==> config.mk <==
export PLATFORM = sky130hd
export DESIGN_NAME = julia_frame_scheduler
export DESIGN_NICKNAME = d
export VERILOG_FILES = /design/src/rtl/julia_frame_scheduler_pkg.sv /design/src/rtl/julia_rr_arbiter.sv /design/src/rtl/julia_frame_scheduler.sv
export SDC_FILE = /design/constraint.sdc
export NUM_CORES = 1
export LEC_CHECK = 0
export CORE_AREA = 4 4 196 198
export DETAILED_ROUTE_END_ITERATION = 10
export DIE_AREA = 0 0 200 202
export SETUP_SLACK_MARGIN = 0.5
export SYNTH_ARGS = -nofsm -noshare
export SYNTH_HDL_FRONTEND = slang
export SYNTH_SLANG_ARGS = --single-unit
==> constraint.sdc <==
create_clock -name clk -period 8.7 [get_ports clk]
set_clock_uncertainty 0.05 [all_clocks]
set_input_delay 0.87 -clock clk [delete_from_list [all_inputs] [get_ports clk]]
set_output_delay 0.87 -clock clk [all_outputs]
set_load 0.01 [all_outputs]
==> src/rtl/julia_frame_scheduler_pkg.sv <==
// Shared definitions for the Julia frame scheduler: slot and top-level state
// encodings, the round-robin pointer width and a width helper for counters
// and frame-buffer addresses.
package julia_frame_scheduler_pkg;

    // Life cycle of one engine slot.
    typedef enum logic [1:0] {
        SLOT_FREE = 2'd0,
        SLOT_LOAD = 2'd1,
        SLOT_BUSY = 2'd2,
        SLOT_HOLD = 2'd3
    } slot_state_t;

    // Frame-level control states.
    typedef enum logic [1:0] {
        TOP_IDLE = 2'd0,
        TOP_RUN  = 2'd1,
        TOP_DONE = 2'd2
    } top_state_t;

    // Round-robin pointer width; covers up to eight engines with headroom.
    localparam int PTR_W = 4;

    // Bits needed to index 'count' items (at least one). Also gives the
    // smallest legal ADDR_W for a frame: count_bits(H_RES*V_RES).
    function automatic int count_bits(input int count);
        if (count <= 2) begin
            return 1;
        end
        return $clog2(count);
    endfunction

endpackage

==> src/rtl/julia_rr_arbiter.sv <==
// Round-robin arbiter: picks one requester per cycle, starting the search at
// the index after the previous winner. The pointer only moves on a grant.
module julia_rr_arbiter
    import julia_frame_scheduler_pkg::*;
#(
    parameter int NUM_REQ = 4
) (
    input  logic               clk,
    input  logic               rst,
    input  logic [NUM_REQ-1:0] req,
    input  logic               advance,
    output logic [NUM_REQ-1:0] grant,
    output logic               grant_valid
);

    logic [PTR_W-1:0] ptr_reg;
    logic [PTR_W-1:0] ptr_next;

    // Wrap an index that may run up to 2*NUM_REQ-2 back into range.
    function automatic int wrap_index(input int value);
        if (value >= NUM_REQ) begin
            return value - NUM_REQ;
        end
        return value;
    endfunction

    // Scan requesters in rotated order from the pointer; first hit wins.
    always_comb begin
        grant       = '0;
        grant_valid = 1'b0;
        ptr_next    = ptr_reg;
        for (int off = 0; off < NUM_REQ; off++) begin
            for (int j = 0; j < NUM_REQ; j++) begin
                if (!grant_valid && advance && req[j] &&
                    (j == wrap_index(int'(ptr_reg) + off))) begin
                    grant[j]    = 1'b1;
                    grant_valid = 1'b1;
                    ptr_next    = (j == NUM_REQ - 1) ? '0 : PTR_W'(j + 1);
                end
            end
        end
    end

    // Pointer register: next search starts just past the last winner.
    always_ff @(posedge clk or posedge rst) begin
        if (rst) begin
            ptr_reg <= '0;
        end else if (grant_valid) begin
            ptr_reg <= ptr_next;
        end
    end

endmodule

==> src/rtl/julia_frame_scheduler.sv <==
// Frame scheduler: walks the frame in raster order, hands each pixel's start
// coordinate to a free engine, and funnels engine colours to the frame-buffer
// writer through a single registered valid/ready output.
module julia_frame_scheduler
    import julia_frame_scheduler_pkg::*;
#(
    parameter int                 H_RES   = 320,
    parameter int                 V_RES   = 240,
    parameter int                 NUM_ENG = 4,
    parameter int                 ADDR_W  = 17,
    parameter logic signed [31:0] X_START = 32'sh0,
    parameter logic signed [31:0] Y_START = 32'sh0,
    parameter logic signed [31:0] X_STEP  = 32'sh0,
    parameter logic signed [31:0] Y_STEP  = 32'sh0
) (
    input  logic                    clk,
    input  logic                    rst,
    input  logic                    start,
    input  logic [31:0]             cr_in,
    input  logic [31:0]             ci_in,
    output logic                    busy,
    output logic                    done,
    output logic [NUM_ENG-1:0]      eng_enable,
    output logic [32*NUM_ENG-1:0]   eng_x0,
    output logic [32*NUM_ENG-1:0]   eng_y0,
    output logic [31:0]             eng_cr,
    output logic [31:0]             eng_ci,
    input  logic [NUM_ENG-1:0]      eng_calc_end,
    input  logic [16*NUM_ENG-1:0]   eng_color,
    output logic                    wr_valid,
    output logic [ADDR_W-1:0]       wr_addr,
    output logic [15:0]             wr_data,
    input  logic                    wr_ready
);

    localparam int                COL_W    = count_bits(H_RES);
    localparam logic [COL_W-1:0]  LAST_COL = COL_W'(H_RES - 1);
    localparam logic [ADDR_W-1:0] LAST_PIX = ADDR_W'(H_RES * V_RES - 1);

    top_state_t top_reg;
    top_state_t top_next;

    // Frame walk state.
    logic [31:0]       cr_reg;
    logic [31:0]       ci_reg;
    logic [31:0]       x_reg;
    logic [31:0]       y_reg;
    logic [COL_W-1:0]  col_reg;
    logic [ADDR_W-1:0] pix_reg;
    logic              all_sent_reg;

    // Slot summaries and per-slot pixel tags, flattened for muxing.
    logic [NUM_ENG-1:0]        free_vec;
    logic [NUM_ENG-1:0]        hold_vec;
    logic [NUM_ENG-1:0]        dispatch_vec;
    logic [NUM_ENG-1:0]        grant_vec;
    logic [NUM_ENG*ADDR_W-1:0] tag_flat;
    logic                      dispatch_req;
    logic                      dispatch;
    logic                      grant_valid;
    logic                      out_load;
    logic                      start_accept;
    logic [ADDR_W-1:0]         sel_tag;
    logic [15:0]               sel_color;

    // Output register.
    logic              wr_valid_reg;
    logic [ADDR_W-1:0] wr_addr_reg;
    logic [15:0]       wr_data_reg;

    assign start_accept = (top_reg == TOP_IDLE) && start;
    assign dispatch_req = (top_reg == TOP_RUN) && !all_sent_reg;
    assign dispatch     = |dispatch_vec;
    assign out_load     = !wr_valid_reg || wr_ready;

    assign eng_cr   = cr_reg;
    assign eng_ci   = ci_reg;
    assign wr_valid = wr_valid_reg;
    assign wr_addr  = wr_addr_reg;
    assign wr_data  = wr_data_reg;

    // Top-level state register.
    always_ff @(posedge clk or posedge rst) begin
        if (rst) begin
            top_reg <= TOP_IDLE;
        end else begin
            top_reg <= top_next;
        end
    end

    // Top-level next state: the frame ends only once every pixel has been
    // handed out, every engine is idle and the last result has left.
    always_comb begin
        top_next = top_reg;
        busy     = 1'b1;
        done     = 1'b0;
        case (top_reg)
            TOP_IDLE: begin
                busy = 1'b0;
                if (start) begin
                    top_next = TOP_RUN;
                end
            end
            TOP_RUN: begin
                if (all_sent_reg && (&free_vec) && !wr_valid_reg) begin
                    top_next = TOP_DONE;
                end
            end
            TOP_DONE: begin
                done     = 1'b1;
                top_next = TOP_IDLE;
            end
            default: begin
                busy     = 1'b0;
                top_next = TOP_IDLE;
            end
        endcase
    end

    // Raster walk: latch constants on start, then advance one pixel per
    // dispatch. The last pixel sets a flag instead of wrapping the index, so
    // a frame that exactly fills the address space still terminates.
    always_ff @(posedge clk or posedge rst) begin
        if (rst) begin
            cr_reg       <= '0;
            ci_reg       <= '0;
            x_reg        <= '0;
            y_reg        <= '0;
            col_reg      <= '0;
            pix_reg      <= '0;
            all_sent_reg <= 1'b0;
        end else if (start_accept) begin
            cr_reg       <= cr_in;
            ci_reg       <= ci_in;
            x_reg        <= X_START;
            y_reg        <= Y_START;
            col_reg      <= '0;
            pix_reg      <= '0;
            all_sent_reg <= 1'b0;
        end else if (dispatch) begin
            if (pix_reg == LAST_PIX) begin
                all_sent_reg <= 1'b1;
            end else begin
                pix_reg <= pix_reg + 1'b1;
            end
            if (col_reg == LAST_COL) begin
                col_reg <= '0;
                x_reg   <= X_START;
                y_reg   <= y_reg + Y_STEP;
            end else begin
                col_reg <= col_reg + 1'b1;
                x_reg   <= x_reg + X_STEP;
            end
        end
    end

    // Dispatch picks the lowest-numbered free slot, one per cycle.
    always_comb begin
        logic found;
        found        = 1'b0;
        dispatch_vec = '0;
        for (int i = 0; i < NUM_ENG; i++) begin
            if (!found && free_vec[i]) begin
                dispatch_vec[i] = dispatch_req;
                found           = 1'b1;
            end
        end
    end

    genvar gi;
    generate
        for (gi = 0; gi < NUM_ENG; gi++) begin : g_slot
            slot_state_t       state_reg;
            slot_state_t       state_next;
            logic [31:0]       x0_reg;
            logic [31:0]       y0_reg;
            logic [ADDR_W-1:0] tag_reg;

            assign free_vec[gi]   = (state_reg == SLOT_FREE);
            assign hold_vec[gi]   = (state_reg == SLOT_HOLD);
            assign eng_enable[gi] = (state_reg == SLOT_BUSY) || (state_reg == SLOT_HOLD);
            assign eng_x0[gi*32 +: 32]           = x0_reg;
            assign eng_y0[gi*32 +: 32]           = y0_reg;
            assign tag_flat[gi*ADDR_W +: ADDR_W] = tag_reg;

            // Slot next state: the engine is held enabled until its result
            // has been copied into the output register.
            always_comb begin
                state_next = state_reg;
                case (state_reg)
                    SLOT_FREE: if (dispatch_vec[gi]) state_next = SLOT_LOAD;
                    SLOT_LOAD: state_next = SLOT_BUSY;
                    SLOT_BUSY: if (eng_calc_end[gi]) state_next = SLOT_HOLD;
                    SLOT_HOLD: if (grant_vec[gi]) state_next = SLOT_FREE;
                    default:   state_next = SLOT_FREE;
                endcase
            end

            // Slot state, start coordinate and pixel tag registers.
            always_ff @(posedge clk or posedge rst) begin
                if (rst) begin
                    state_reg <= SLOT_FREE;
                    x0_reg    <= '0;
                    y0_reg    <= '0;
                    tag_reg   <= '0;
                end else begin
                    state_reg <= state_next;
                    if (dispatch_vec[gi]) begin
                        x0_reg  <= x_reg;
                        y0_reg  <= y_reg;
                        tag_reg <= pix_reg;
                    end
                end
            end
        end
    endgenerate

    julia_rr_arbiter #(
        .NUM_REQ (NUM_ENG)
    ) u_arbiter (
        .clk         (clk),
        .rst         (rst),
        .req         (hold_vec),
        .advance     (out_load),
        .grant       (grant_vec),
        .grant_valid (grant_valid)
    );

    // Select the granted slot's tag and its engine's colour.
    always_comb begin
        sel_tag   = '0;
        sel_color = '0;
        for (int i = 0; i < NUM_ENG; i++) begin
            if (grant_vec[i]) begin
                sel_tag   = tag_flat[i*ADDR_W +: ADDR_W];
                sel_color = eng_color[i*16 +: 16];
            end
        end
    end

    // Output register: refills when empty or being drained this cycle, and
    // holds steady while the writer stalls.
    always_ff @(posedge clk or posedge rst) begin
        if (rst) begin
            wr_valid_reg <= 1'b0;
            wr_addr_reg  <= '0;
            wr_data_reg  <= '0;
        end else if (out_load) begin
            wr_valid_reg <= grant_valid;
            if (grant_valid) begin
                wr_addr_reg <= sel_tag;
                wr_data_reg <= sel_color;
            end
        end
    end

endmodule

; After elaboration in Yosys (flattened, before gate mapping)
; Index checks and enable logic that the tools add are counted.
[word_totals]
input_bits = 136
reg_bits = 527
output_inout_bits = 360
[classes]
addsub = 9
n_eq_ne = 43
n_reduce_logical = 105
mux = 108
magnitude_cmp = 4
[op_table]
columns = op, n
row1 = 32-bit two-way mux, 12
row2 = 3-bit by 32-bit == test with 1-bit output (first input constant), 8
row3 = 2-bit by 32-bit == test with 1-bit output (first input constant), 4
row4 = 32-bit zero test, 4
row5 = 17-bit two-way mux, 7
row6 = 32-bit by 4-bit greater-or-equal comparator with 1-bit output (second input constant), 3
row7 = 32-bit by 4-bit subtractor with 32-bit output (second input constant), 3
row8 = 16-bit two-way mux, 4
row9 = 4-bit two-way mux, 16
row10 = 1-bit logical AND, 54
row11 = 1-bit two-way mux, 47
row12 = 2-bit one-hot mux with 4 select lines, 4
row13 = 2-bit two-way mux, 14
row14 = 9-bit two-way mux, 3
row15 = 1-bit zero test, 20
row16 = 2-bit != test (second input constant), 10
row17 = 2-bit == test (second input constant), 9
row18 = 17-bit by 1-bit adder with 17-bit output (second input constant), 1
row19 = 17-bit == test (second input constant), 1
row20 = 16-bit nonzero test, 1
row21 = 2-bit AND reduction, 6
row22 = 3-bit AND reduction, 4
row23 = 4-bit by 2-bit adder with 5-bit output (second input constant), 2
row24 = 2-bit by 1-bit == test with 1-bit output (second input constant), 5
row25 = other kinds (13), 27

; Depth between registers and ports, before layout
; Gate-level depths: netlist of run 1.
[depth]
depth_word = 83
mapped_depth = 9

; Modules after synthesis
; From an unflattened synthesis of run 1, not the netlist that was laid out.
[hier_totals]
cells_unflattened = 1211
area_unflattened_um2 = 11327.1
[modules_own_cells]
columns = mod, cells_each, n_inst, area_per_inst_um2, seq_area_each_um2
row1 = julia_frame_scheduler, 1149, 1, 10911.7, 4854.7
row2 = julia_rr_arbiter, 62, 1, 415.4, 50.0

; Least setup slack after synthesis of run 1
; OpenSTA, ideal clock, no wires.
[synth_path]
path_kind = input to register
start = input wr_ready
end = register g_slot[1].state_reg[1]
slack_ns = 6.429
t_arrival_ns = 2.094
setup_time_ns = 0.128
stages = 6
cell_sequence = nand2b_1 > buf_2 > o2111a_1 > nor2b_1 > a221oi_1 > mux2_1
[synth_between]
elab_chain_len = 71
word_cells_on_any_way = 74
cone_classes = eq/ne (1) / mux (17) / reduce/logical (56)
[synth_lines]
columns = item, line_no
row1 = from (decl), julia_frame_scheduler.sv:33  ; input logic wr_ready
row2 = 1-bit logical OR (*), julia_frame_scheduler.sv:74  ; assign out_load = !wr_valid_reg || wr_ready;
row3 = 1-bit logical AND (2 in series), julia_rr_arbiter.sv:34  ; if (!grant_valid && advance && req[j] &&
row4 = 1-bit two-way mux, julia_rr_arbiter.sv:34
row5 = 1-bit zero test, julia_rr_arbiter.sv:34
row6 = 1-bit logical AND (3 in series), julia_rr_arbiter.sv:34
row7 = 1-bit two-way mux, julia_rr_arbiter.sv:34
row8 = 1-bit zero test, julia_rr_arbiter.sv:34
row9 = 1-bit logical AND (3 in series), julia_rr_arbiter.sv:34
row10 = [46 not listed], --
row11 = 1-bit zero test, julia_rr_arbiter.sv:34
row12 = 1-bit logical AND (3 in series), julia_rr_arbiter.sv:34
row13 = 1-bit two-way mux, julia_rr_arbiter.sv:34
row14 = 1-bit zero test, julia_rr_arbiter.sv:34
row15 = 1-bit logical AND (3 in series), julia_rr_arbiter.sv:34
row16 = 1-bit two-way mux (*), julia_rr_arbiter.sv:34
row17 = 2-bit != test (no line) (*), --
row18 = 3-bit AND reduction (no line) (*), --
row19 = to (signal assigned), julia_frame_scheduler.sv:207  ; state_reg <= state_next;
row20 = to (decl), julia_frame_scheduler.sv:173  ; slot_state_t state_reg;
; Mark *: on every way between the ends. The rest lies on a longest branch, timed or not.
; A chain may end at the register's enable or synchronous reset.

; Worst setup path in the final report of run 1
; Ends and elaborated chain as after synthesis.

==> out/summary.log, run 1 <==
qor: min_path.hold_path.startpoint eng_ci[18]$_DFFE_PP0P_
qor: routing.drtIter0Drc 312
qor: clock_network.clock_path_buffers 2
qor: floorplanning.total_die_area 0.0404 sq mm
qor: cells_and_area.fillers 3633
qor: timing.timing.max_slew.rel_slack 22.1%
qor: synth.ys_async_sr_fraction 100%
qor: global_route.gr-max-usage-layer met2
qor: clock_network.path_clk_slew 0.08 ns
qor: worst_setup_path.timing_worst_setup_path_type in -> reg
qor: timing.hold_viol_final 0
qor: min_path.hold_end eng_ci[18]$_DFFE_PP0P_
qor: routing.via_count 7613
qor: timing.worst_hold_slack 0.426 ns
qor: floorplanning.ioPinCount 496
qor: timing.post-route-min-period 3.08 ns
qor: cells_and_area.largest_reg_flops 68
qor: timing.postLayoutSetupSlackWorst 5.62 ns
qor: global_route.globalRouteOverflowTotal 0
qor: global_route.globalRouteTotalUtil 13.5%
qor: placement.numPortBuffers 239
qor: placement.post_detail_place_hpwl 19.7 mm
qor: clock_network.cts_buffers 17
qor: min_path.count_of_cells_along_the_worst_hold_path 2
qor: clock_network.cts_sinks 196
qor: worst_setup_path.worstRegToRegCells 8
qor: synth.yosys_warnings 0
qor: timing.worst_pin_slew 1.17 ns
qor: cells_and_area.most_frequent_cells_in_the_layout conb_1, clkdlybuf4s50_1, nand2_1
qor: worst_setup_path.worstPathRequired 8.98 ns
qor: clock_network.htree_levels 4
qor: pwr.totalPowerFinal 4280 uW
qor: timing.layout_worst_path_cycle_share 35.4%
qor: worst_setup_path.r2r_setup_slack 5.89 ns
qor: global_route.maximum_number_of_pins_on_one_net_before_global_route_repair 123
qor: cells_and_area.synthToLayoutAreaGrowth 21.8%
qor: timing.finalMaxSlewViolations 0
qor: synth.post_synth_inst_count 1094
qor: floorplanning.floorplan.initialDensity 29.9%
qor: timing.grt_setup_unrepaired no
qor: clock_network.clock_tree.root_cell clkbuf_16
qor: clock_network.cts_tree built
qor: cells_and_area.antenna_cells_inserted 0
qor: timing.tns 0 ns
qor: global_route.grt.met2_usage 22.7%
qor: timing.setup-violations-final 0
qor: worst_setup_path.critical_path.endpoint_type flop
qor: floorplanning.row_count 70
qor: routing.postRouteWirelength 28.6 mm
qor: placement.globalplace.congestion 0.731
qor: clock_network.postCtsSetupRepairBufs 0
qor: run.maxCapViolations 0
qor: synth.synth.yosys.seq_area_share 44.9%
qor: cells_and_area.fin_nets 1458
qor: pwr.cellLeakagePower 0.00636 uW
qor: synth.synth_flop_cell dfrtp_1
qor: worst_setup_path.r2r_end pix_reg[3]$_DFFE_PP0P_
qor: synth.mean_instance_size_in_the_synthesized_netlist 9.98 sq um
qor: floorplanning.die_height 202 um
qor: pwr.worst_ir_drop_vdd 0.196 mV
qor: clock_network.post_cts_resize_count 0
qor: global_route.grt.met3_usage 5.52%
qor: worst_setup_path.worst-path-max-fanout 34
qor: synth.syn_area 0.0109 sq mm
qor: min_path.worst_hold_path_type reg -> reg
qor: routing.drt.antenna.violating_nets 0
qor: global_route.wire_length_of_the_first_global_routing_pass 42.8 mm
qor: status.outcome completed
qor: worst_setup_path.r2r-start top_reg[0]$_DFFE_PP0P_
qor: global_route.initial_antenna_violation_count 0
qor: pwr.pwr_dens 322 mW/mm^2
qor: routing.post_route_drc_violation_count 0
qor: global_route.via_count_of_the_first_global_routing_pass 7550
qor: synth.synth_cell_type_count 66
qor: clock_network.worstSkewPairLatency 0.44 ns
qor: cells_and_area.most_common_cell_after_layout_fill_and_taps_aside conb_1
qor: routing.wl_per_cell 16.0 um
qor: routing.avg_vias_per_cell 4.27
qor: cells_and_area.layout-drive-gt1-share 12.2%
qor: placement.dpl_worst_slack 5.16 ns
qor: routing.detail_route.first_pass.iterations 4
qor: clock_network.postCtsHoldBufs 0
qor: synth.synth_edf_count 0
qor: floorplanning.die_width 200 um
qor: floorplanning.fp.coreArea 0.0365 sq mm
qor: synth.ys_seq_elements 196
qor: worst_setup_path.worstPathArrival 3.36 ns
qor: global_route.global_route.usage.met1 16.0%
qor: timing.clock.fmax 325 MHz
qor: worst_setup_path.timing.critical_path.from_type primary input
## through the flow
stage	util, %	cells	cell area [sq um]
floorplan	-	1349	11900
global placement	34.8	1752	12700
detailed placement	34.8	1752	12700
CTS	36.4	1784	13300
global route	36.4	1784	13300
finish	36.4	1784	13300
## logic make-up after synthesis
group / after synthesis / synth area share (%)
buffers and inverters: 331 / 20.9
multiplexers: 72 / 7.41
adder cells (fa/ha/maj): 19 / 2.18
AND/OR/NAND/NOR: 312 / 12.6
AO/OA/AOI/OAI: 155 / 11.3
flip-flops: 196 / 44.9
XOR/XNOR: 8 / 0.642
other: 1 / 0.0343
## power by group
group	internal [uW]	switching [uW]	total, uW
sequential	1220	213	1440
combinational	958	1090	2050
clock	387	405	793
## worst max path at each step
stage | startpoint | end | slack (ns) | cells after the start
after global routing | start | pix_reg[9]$_DFFE_PP0P_ | 5.47 | 7
after global placement | wr_ready | g_slot[1].state_reg[1]$_DFFE_PP0P_ | 5.29 | 7
final | wr_ready | g_slot[1].state_reg[1]$_DFFE_PP0P_ | 5.62 | 7
after detailed placement | wr_ready | g_slot[1].state_reg[1]$_DFFE_PP0P_ | 5.16 | 7
after CTS | wr_ready | g_slot[1].state_reg[1]$_DFFE_PP0P_ | 5.65 | 7
after floorplan | rst | all_sent_reg$_DFFE_PP0P_ | 2.44 | 1
## area by class of cell
class                      instances  area (sq um)  share of cell area [%]
multi-input combinational        822          4700                    35.3
sequential                       196          4900                    36.9
tap                              468           586                    4.40
timing repair buffer             246          2440                    18.4
clock inverter                    15           158                    1.19
clock buffer                      17           425                    3.20
inverter                          20          82.6                   0.621
## synth_stat cells (all sizes together), types with 5 or more instances
cell type	count	share of area, %
nand2	238	8.2
o21ai	17	0.78
or3	5	0.30
nand4	7	0.60
mux2	71	7.3
or2	6	0.37
a221oi	35	4.5
o22ai	35	2.0
dfrtp	196	45
xnor2	5	0.40
a21oi	45	2.1
nor4	5	0.29
inv	20	0.69
ha	19	2.2
nand3	8	0.41
buf	286	19
clkbuf	25	0.87
nor2	17	0.58
## routing by layer
metal | vias to the layer above | wire (um)
li1 | 3588 | -
met1 | 3662 | 11400
met2 | 341 | 14100
met3 | 22 | 2710
met4 | 0 | 402
met5 | - | 0
## critical path, cell delays in order
cell             delay [ns]
clkdlybuf4s50_1        0.47
nand2b_1               0.36
o2111a_2               0.27
buf_4                  0.53
nor2b_1                0.13
a221oi_1               0.34
mux2_1                 0.36
No activity file was read; power rests on OpenSTA's default activity.
==> run 2, diff against run 1 <==
==> constraint.sdc (replaced) <==
create_clock -name clk -period 2.85 [get_ports clk]
set_clock_uncertainty 0.05 [all_clocks]
set_input_delay 0.285 -clock clk [delete_from_list [all_inputs] [get_ports clk]]
set_output_delay 0.285 -clock clk [all_outputs]
set_load 0.01 [all_outputs]
==> out/summary.log, run 2 (synthesized netlist as in run 1, its figures left out) <==
qor: pwr.comb_power_share 48.2%
qor: status.outcome completed
qor: routing.wl_per_cell 16.3 um
qor: worst_setup_path.worstPathArrival 1.93 ns
qor: cells_and_area.antenna_cells_inserted 0
qor: floorplanning.die_height 202 um
qor: global_route.initial_antenna_violation_count 0
qor: global_route.maximum_number_of_pins_on_one_net_before_global_route_repair 66
qor: routing.via_count 7729
qor: global_route.wire_length_of_the_first_global_routing_pass 43.5 mm
qor: clock_network.clock_tree.root_cell clkbuf_16
qor: cells_and_area.most_common_cell_after_layout_fill_and_taps_aside conb_1
qor: timing.tns 0 ns
qor: floorplanning.die_width 200 um
qor: worst_setup_path.slowest_stage clkdlybuf4s50_1
qor: cells_and_area.fin_nets 1475
qor: clock_network.htree_levels 4
qor: worst_setup_path.worst-path-max-fanout 11
qor: placement.globalplace.congestion 0.783
qor: routing.detail_route.first_pass.iterations 4
qor: pwr.cellLeakagePower 0.00649 uW
qor: cells_and_area.synthToLayoutAreaGrowth 24.6%
qor: clock_network.cts_sinks 196
qor: clock_network.cts_buffers 17
qor: worst_setup_path.timing.critical_path.from_type flop
qor: routing.drtIter0Drc 366
qor: worst_setup_path.timing.critical_path.max_delay_family buffers and inverters
qor: global_route.via_count_of_the_first_global_routing_pass 7646
qor: timing.setup-violations-final 0
qor: routing.post_route_drc_violation_count 0
qor: timing.post-route-min-period 2.26 ns
qor: timing.clock.fmax 442 MHz
qor: pwr.worst_ir_drop_vdd 0.588 mV
qor: placement.post_detail_place_hpwl 21.0 mm
qor: pwr.pwr-share-clk 18.8%
qor: worst_setup_path.critical_path.endpoint_type output port
qor: worst_setup_path.cp_cell_sequence ha_2 -> or2_2 -> clkdlybuf4s50_1
qor: clock_network.clock_path_buffers 2
qor: placement.detailed_place.area 0.0129 sq mm
qor: pwr.swShare 39.3%
qor: clock_network.path_clk_slew 0.07 ns
qor: timing.finalMaxSlewViolations 0
qor: routing.postRouteWirelength 29.3 mm
qor: worst_setup_path.timing_worst_setup_path_type reg -> out
qor: floorplanning.row_count 70
qor: pwr.power.sequential.fraction 32.9%
qor: cells_and_area.stdcell_count 1801
qor: routing.drt.antenna.violating_nets 0
qor: worst_setup_path.count_of_cell_instances_traversed_by_the_critical_path 3
qor: pwr.internal_power 8140 uW
qor: worst_setup_path.buf_inv_stages_crit_path 1
qor: clock_network.cts_tree built
qor: timing.worst_pin_slew 0.702 ns
qor: floorplanning.ioPinCount 496
qor: cells_and_area.layout-drive-gt1-share 14.0%
qor: clock_network.worstSkewPairLatency 0.45 ns
qor: timing.grt_setup_unrepaired no
qor: timing.layout_worst_path_cycle_share 79.4%
qor: floorplanning.fp.coreArea 0.0365 sq mm
qor: pwr.pwr_dens 985 mW/mm^2
qor: cells_and_area.most_frequent_cells_in_the_layout conb_1, nand2_1, clkdlybuf4s50_1
qor: floorplanning.floorplan.initialDensity 29.9%
qor: timing.timing.max_slew.rel_slack 53.2%
qor: cells_and_area.finish.instance_area 0.0136 sq mm
qor: run.maxCapViolations 0
qor: worst_setup_path.worstPathRequired 2.52 ns
qor: pwr.p_sw 5260 uW
qor: worst_setup_path.worstRegToRegCells 7
qor: placement.numPlacedInstances 1767
qor: cells_and_area.fin_util 37.2%
qor: routing.avg_vias_per_cell 4.29
qor: cells_and_area.largest_reg_flops 68
qor: placement.numPortBuffers 239
qor: global_route.globalRouteOverflowTotal 0
qor: global_route.globalRouteTotalUtil 13.7%
qor: floorplanning.total_die_area 0.0404 sq mm
qor: worst_setup_path.cp_slowest_stage_delay 0.48 ns
qor: timing.hold_viol_final 0
qor: min_path.worst_hold_path_type in -> async
==> run 2: through the flow <==
| stage | hold slack (ns) | worst slack, ns | power (uW) |
|---|---|---|---|
| after global routing | 0.262 | 0.504 | 14400 |
| after CTS | 0.234 | 0.500 | 13600 |
| after floorplan | 0.340 | -0.0174 | 8310 |
| final | 0.239 | 0.586 | 13400 |
| after global placement | 0.406 | 0.513 | 10800 |
| after detailed placement | 0.412 | 0.443 | 10900 |
==> run 2: path summary, 6_finish.rpt <==
| path | startpoint | to | slack [ns] |
|---|---|---|---|
| max | g_slot[3].state_reg[1]$_DFFE_PP0P_ | eng_enable[3] | 0.59 |
| min | rst | u_arbiter.ptr_reg[1]$_DFFE_PP0P_ | 0.24 |
| max reg2reg | g_slot[1].state_reg[1]$_DFFE_PP0P_ | wr_addr[13]$_DFFE_PP0P_ | 0.67 |
| min reg2reg | eng_cr[13]$_DFFE_PP0P_ | eng_cr[13]$_DFFE_PP0P_ | 0.42 |
| max in group asynchronous | rst | eng_cr[4]$_DFFE_PP0P_ | 1.80 |
| min in group clk | ci_in[21] | eng_ci[21]$_DFFE_PP0P_ | 0.31 |
==> run 2: metal layers <==
layer	up-vias	part of all wire [%]	track usage (%)
li1	3620	-	-
met2	344	50	23.0
met3	22	8.8	4.70
met1	3743	40	16.7
met4	0	1.4	3.66
met5	-	0	0
==> run 2: layout make-up <==
class	count	area (sq um)
Clock inverter	15	193
Tap cell	468	586
Clock buffer	17	425
Fill cell	3659	22900
Timing Repair Buffer	263	2650
Sequential cell	196	4900
Inverter	20	78.8
Multi-Input combinational cell	822	4760
==> run 2: what timing repair did <==
item                       in CTS  in global routing
resized for setup               4                 10
hold buffers                    0                  0
setup buffers                   0                  2
setup endpoints to repair      18                 43
==> run 2: worst reg2reg max path, stage by stage, from the launching register on <==
cell and delay (ns):
dfrtp_1 0.44, ha_4 0.23, nor2_1 0.07, or2_4 0.24, a311o_2 0.39, buf_4 0.27
a221oi_1 0.26, a21oi_1 0.10
==> run 2: power groups by stage <==
stage / registers, uW / clock network, uW / logic, uW
after global routing: 4540 / 2750 / 7130
after detailed placement: 4430 / 0 / 6480
after floorplan: 4590 / 0 / 3720
after global placement: 4400 / 0 / 6400
after CTS: 4410 / 2630 / 6520
final: 4410 / 2520 / 6470
==> run 3, diff against run 2 <==
==> constraint.sdc (replaced) <==
create_clock -name clk -period 1.95 [get_ports clk]
set_clock_uncertainty 0.05 [all_clocks]
set_input_delay 0.195 -clock clk [delete_from_list [all_inputs] [get_ports clk]]
set_output_delay 0.195 -clock clk [all_outputs]
set_load 0.01 [all_outputs]
==> out/summary.log, run 3 (synthesized netlist as in run 1, its figures left out) <==
qor: status.outcome complete, but fails checks
qor: status.violations setup timing
qor: clock_network.clock_path_buffers 2
qor: placement.numPlacedInstances 1833
qor: timing.setup-violations-final 36
qor: worst_setup_path.buf_inv_stages_crit_path 1
qor: clock_network.cts_sinks 196
qor: floorplanning.die_width 200 um
qor: placement.dpl_worst_slack -0.111 ns
qor: global_route.globalRouteTotalUtil 14.7%
qor: floorplanning.ioPinCount 496
qor: worst_setup_path.worstRegToRegCells 7
qor: placement.globalplace.congestion 0.808
qor: pwr.pwr_dens 1430 mW/mm^2
qor: cells_and_area.synthToLayoutAreaGrowth 48.0%
qor: min_path.worst_hold_path_type in -> reg
qor: clock_network.clock_tree.root_cell clkbuf_16
qor: worst_setup_path.worstPathRequired 2.23 ns
qor: pwr.cellLeakagePower 0.00806 uW
qor: worst_setup_path.count_of_cell_instances_traversed_by_the_critical_path 7
qor: timing.clock.fmax 497 MHz
qor: floorplanning.row_count 70
qor: timing.post-route-min-period 2.01 ns
qor: floorplanning.fp.coreArea 0.0365 sq mm
qor: worst_setup_path.cp_cell_sequence ha_4 -> nor2_2 -> or2_4 -> a311o_2 -> buf_12 -> a221oi_2 -> a21oi_1
qor: min_path.count_of_cells_along_the_worst_hold_path 3
qor: clock_network.htree_levels 4
qor: routing.via_count 8515
qor: clock_network.cts_tree built
qor: clock_network.worstSkewPairLatency 0.45 ns
qor: cells_and_area.fin_nets 1606
qor: placement.post_detail_place_hpwl 21.6 mm
qor: worst_setup_path.worstPathArrival 2.29 ns
qor: timing.finalMaxSlewViolations 0
qor: worst_setup_path.timing.critical_path.max_delay_family compound AO/OA/AOI/OAI gates
qor: global_route.initial_antenna_violation_count 2
qor: global_route.via_count_of_the_first_global_routing_pass 8380
qor: cells_and_area.area.sequential 0.00491 sq mm
qor: cells_and_area.fin_util 44.2%
qor: routing.drtIter0Drc 382
qor: timing.tns -0.707 ns
qor: routing.postRouteWirelength 33.8 mm
qor: cells_and_area.fillers 3350
qor: pwr.worst_ir_drop_vdd 0.701 mV
qor: global_route.maximum_number_of_pins_on_one_net_before_global_route_repair 69
qor: routing.detail_route.first_pass.iterations 4
qor: worst_setup_path.cp_slowest_stage_delay 0.45 ns
qor: placement.numPortBuffers 239
qor: floorplanning.floorplan.initialDensity 29.9%
qor: worst_setup_path.worst-path-max-fanout 17
qor: timing.hold_viol_final 0
qor: floorplanning.die_height 202 um
qor: routing.post_route_drc_violation_count 0
qor: cells_and_area.most_common_cell_after_layout_fill_and_taps_aside conb_1
qor: global_route.globalRouteOverflowTotal 0
qor: worst_setup_path.slowest_stage dfrtp_1
qor: timing.grt_setup_unrepaired yes
qor: cells_and_area.area_of_the_multi_input_gates 0.00588 sq mm
qor: worst_setup_path.timing.critical_path.from_type flop
qor: timing.layout_worst_path_cycle_share 103%
qor: floorplanning.total_die_area 0.0404 sq mm
qor: cells_and_area.most_frequent_cells_in_the_layout conb_1, dfrtp_1, nand2_1
qor: global_route.wire_length_of_the_first_global_routing_pass 46.9 mm
qor: clock_network.path_clk_slew 0.08 ns
qor: clock_network.cts_buffers 17
qor: run.maxCapViolations 0
qor: cells_and_area.stdcell_count 1934
qor: timing.postLayoutSetupSlackWorst -0.0613 ns
qor: cells_and_area.layout-drive-gt1-share 32.9%
qor: worst_setup_path.timing_worst_setup_path_type reg -> reg
qor: routing.wl_per_cell 17.5 um
qor: routing.avg_vias_per_cell 4.40
qor: cells_and_area.largest_reg_flops 68
qor: worst_setup_path.critical_path.endpoint_type flop
qor: routing.drt.antenna.violating_nets 0
## run 3: changes by cell type in the layout (fill, tap and decap cells not counted), moves of 21 or more
cell	change
nand2_2	+53
dlygate4sd2_1	+90
buf_6	+38
nand2_1	-91
buf_12	+21
nand2_4	+37
mux2_4	+61
clkdlybuf4s50_1	-102
buf_4	+60
mux2_2	-60
## run 3: metrics by stage
stage,hold WS (ns),total power [uW],area [sq um]
floorplan,0.250,12700,12200
finish,0.210,23100,16200
global route,0.195,24600,16200
CTS,0.185,21400,15100
global placement,0.406,17000,13800
detailed placement,0.411,17200,13800
## run 3: layer usage
metal,GRT usage (%),vias to the layer above,share of wire [%]
li1,-,3896,-
met1,17.8,4225,39
met2,24.5,356,51
met3,5.02,38,8.1
met4,4.56,0,2.6
met5,0,-,0
## run 3: tightest hold or removal path, stage by stage
cell	delay, ns
clkdlybuf4s50_1	0.39
nand2_1	0.05
nand2_1	0.04
## run 3: worst paths after layout
| kind | startpoint | to | slack, ns |
|---|---|---|---|
| worst max-delay path | g_slot[2].state_reg[0]$_DFFE_PP0P_ | wr_addr[16]$_DFFE_PP0P_ | -0.06 |
| worst min-delay path | cr_in[31] | eng_cr[31]$_DFFE_PP0P_ | 0.21 |
| max in group asynchronous | rst | eng_cr[18]$_DFFE_PP0P_ | 0.64 |
| worst max register to register | g_slot[2].state_reg[0]$_DFFE_PP0P_ | wr_addr[16]$_DFFE_PP0P_ | -0.06 |
| worst min register to register | eng_cr[1]$_DFFE_PP0P_ | eng_cr[1]$_DFFE_PP0P_ | 0.42 |
| min in group asynchronous | rst | g_slot[2].state_reg[0]$_DFFE_PP0P_ | 0.53 |
## run 3: power breakdown
group          internal [uW]  switching (uW)  leakage [uW]
logic                   6600            6630       0.00525
registers               5470             934       0.00253
clock network           1680            1760      0.000273
## run 3: what timing repair did
action / in CTS / in global routing
gates resized for setup: 246 / 187
buffers inserted: 26 / 23
endpoints found under the setup margin: 300 / 206
hold buffers: 1 / 0
pin swaps: 27 / 101
hold endpoints to repair: 5 / 0
gates cloned: 5 / 12
## run 3: final cells by class
cell class	instances	area share [%]
clock inverters	14	0.790
well taps	468	3.62
multi-input cells	824	36.4
clock buffers	18	2.66
flip-flops and latches	196	30.4
diodes	2	0.0310
repair buffers	392	25.6
inverters	20	0.519
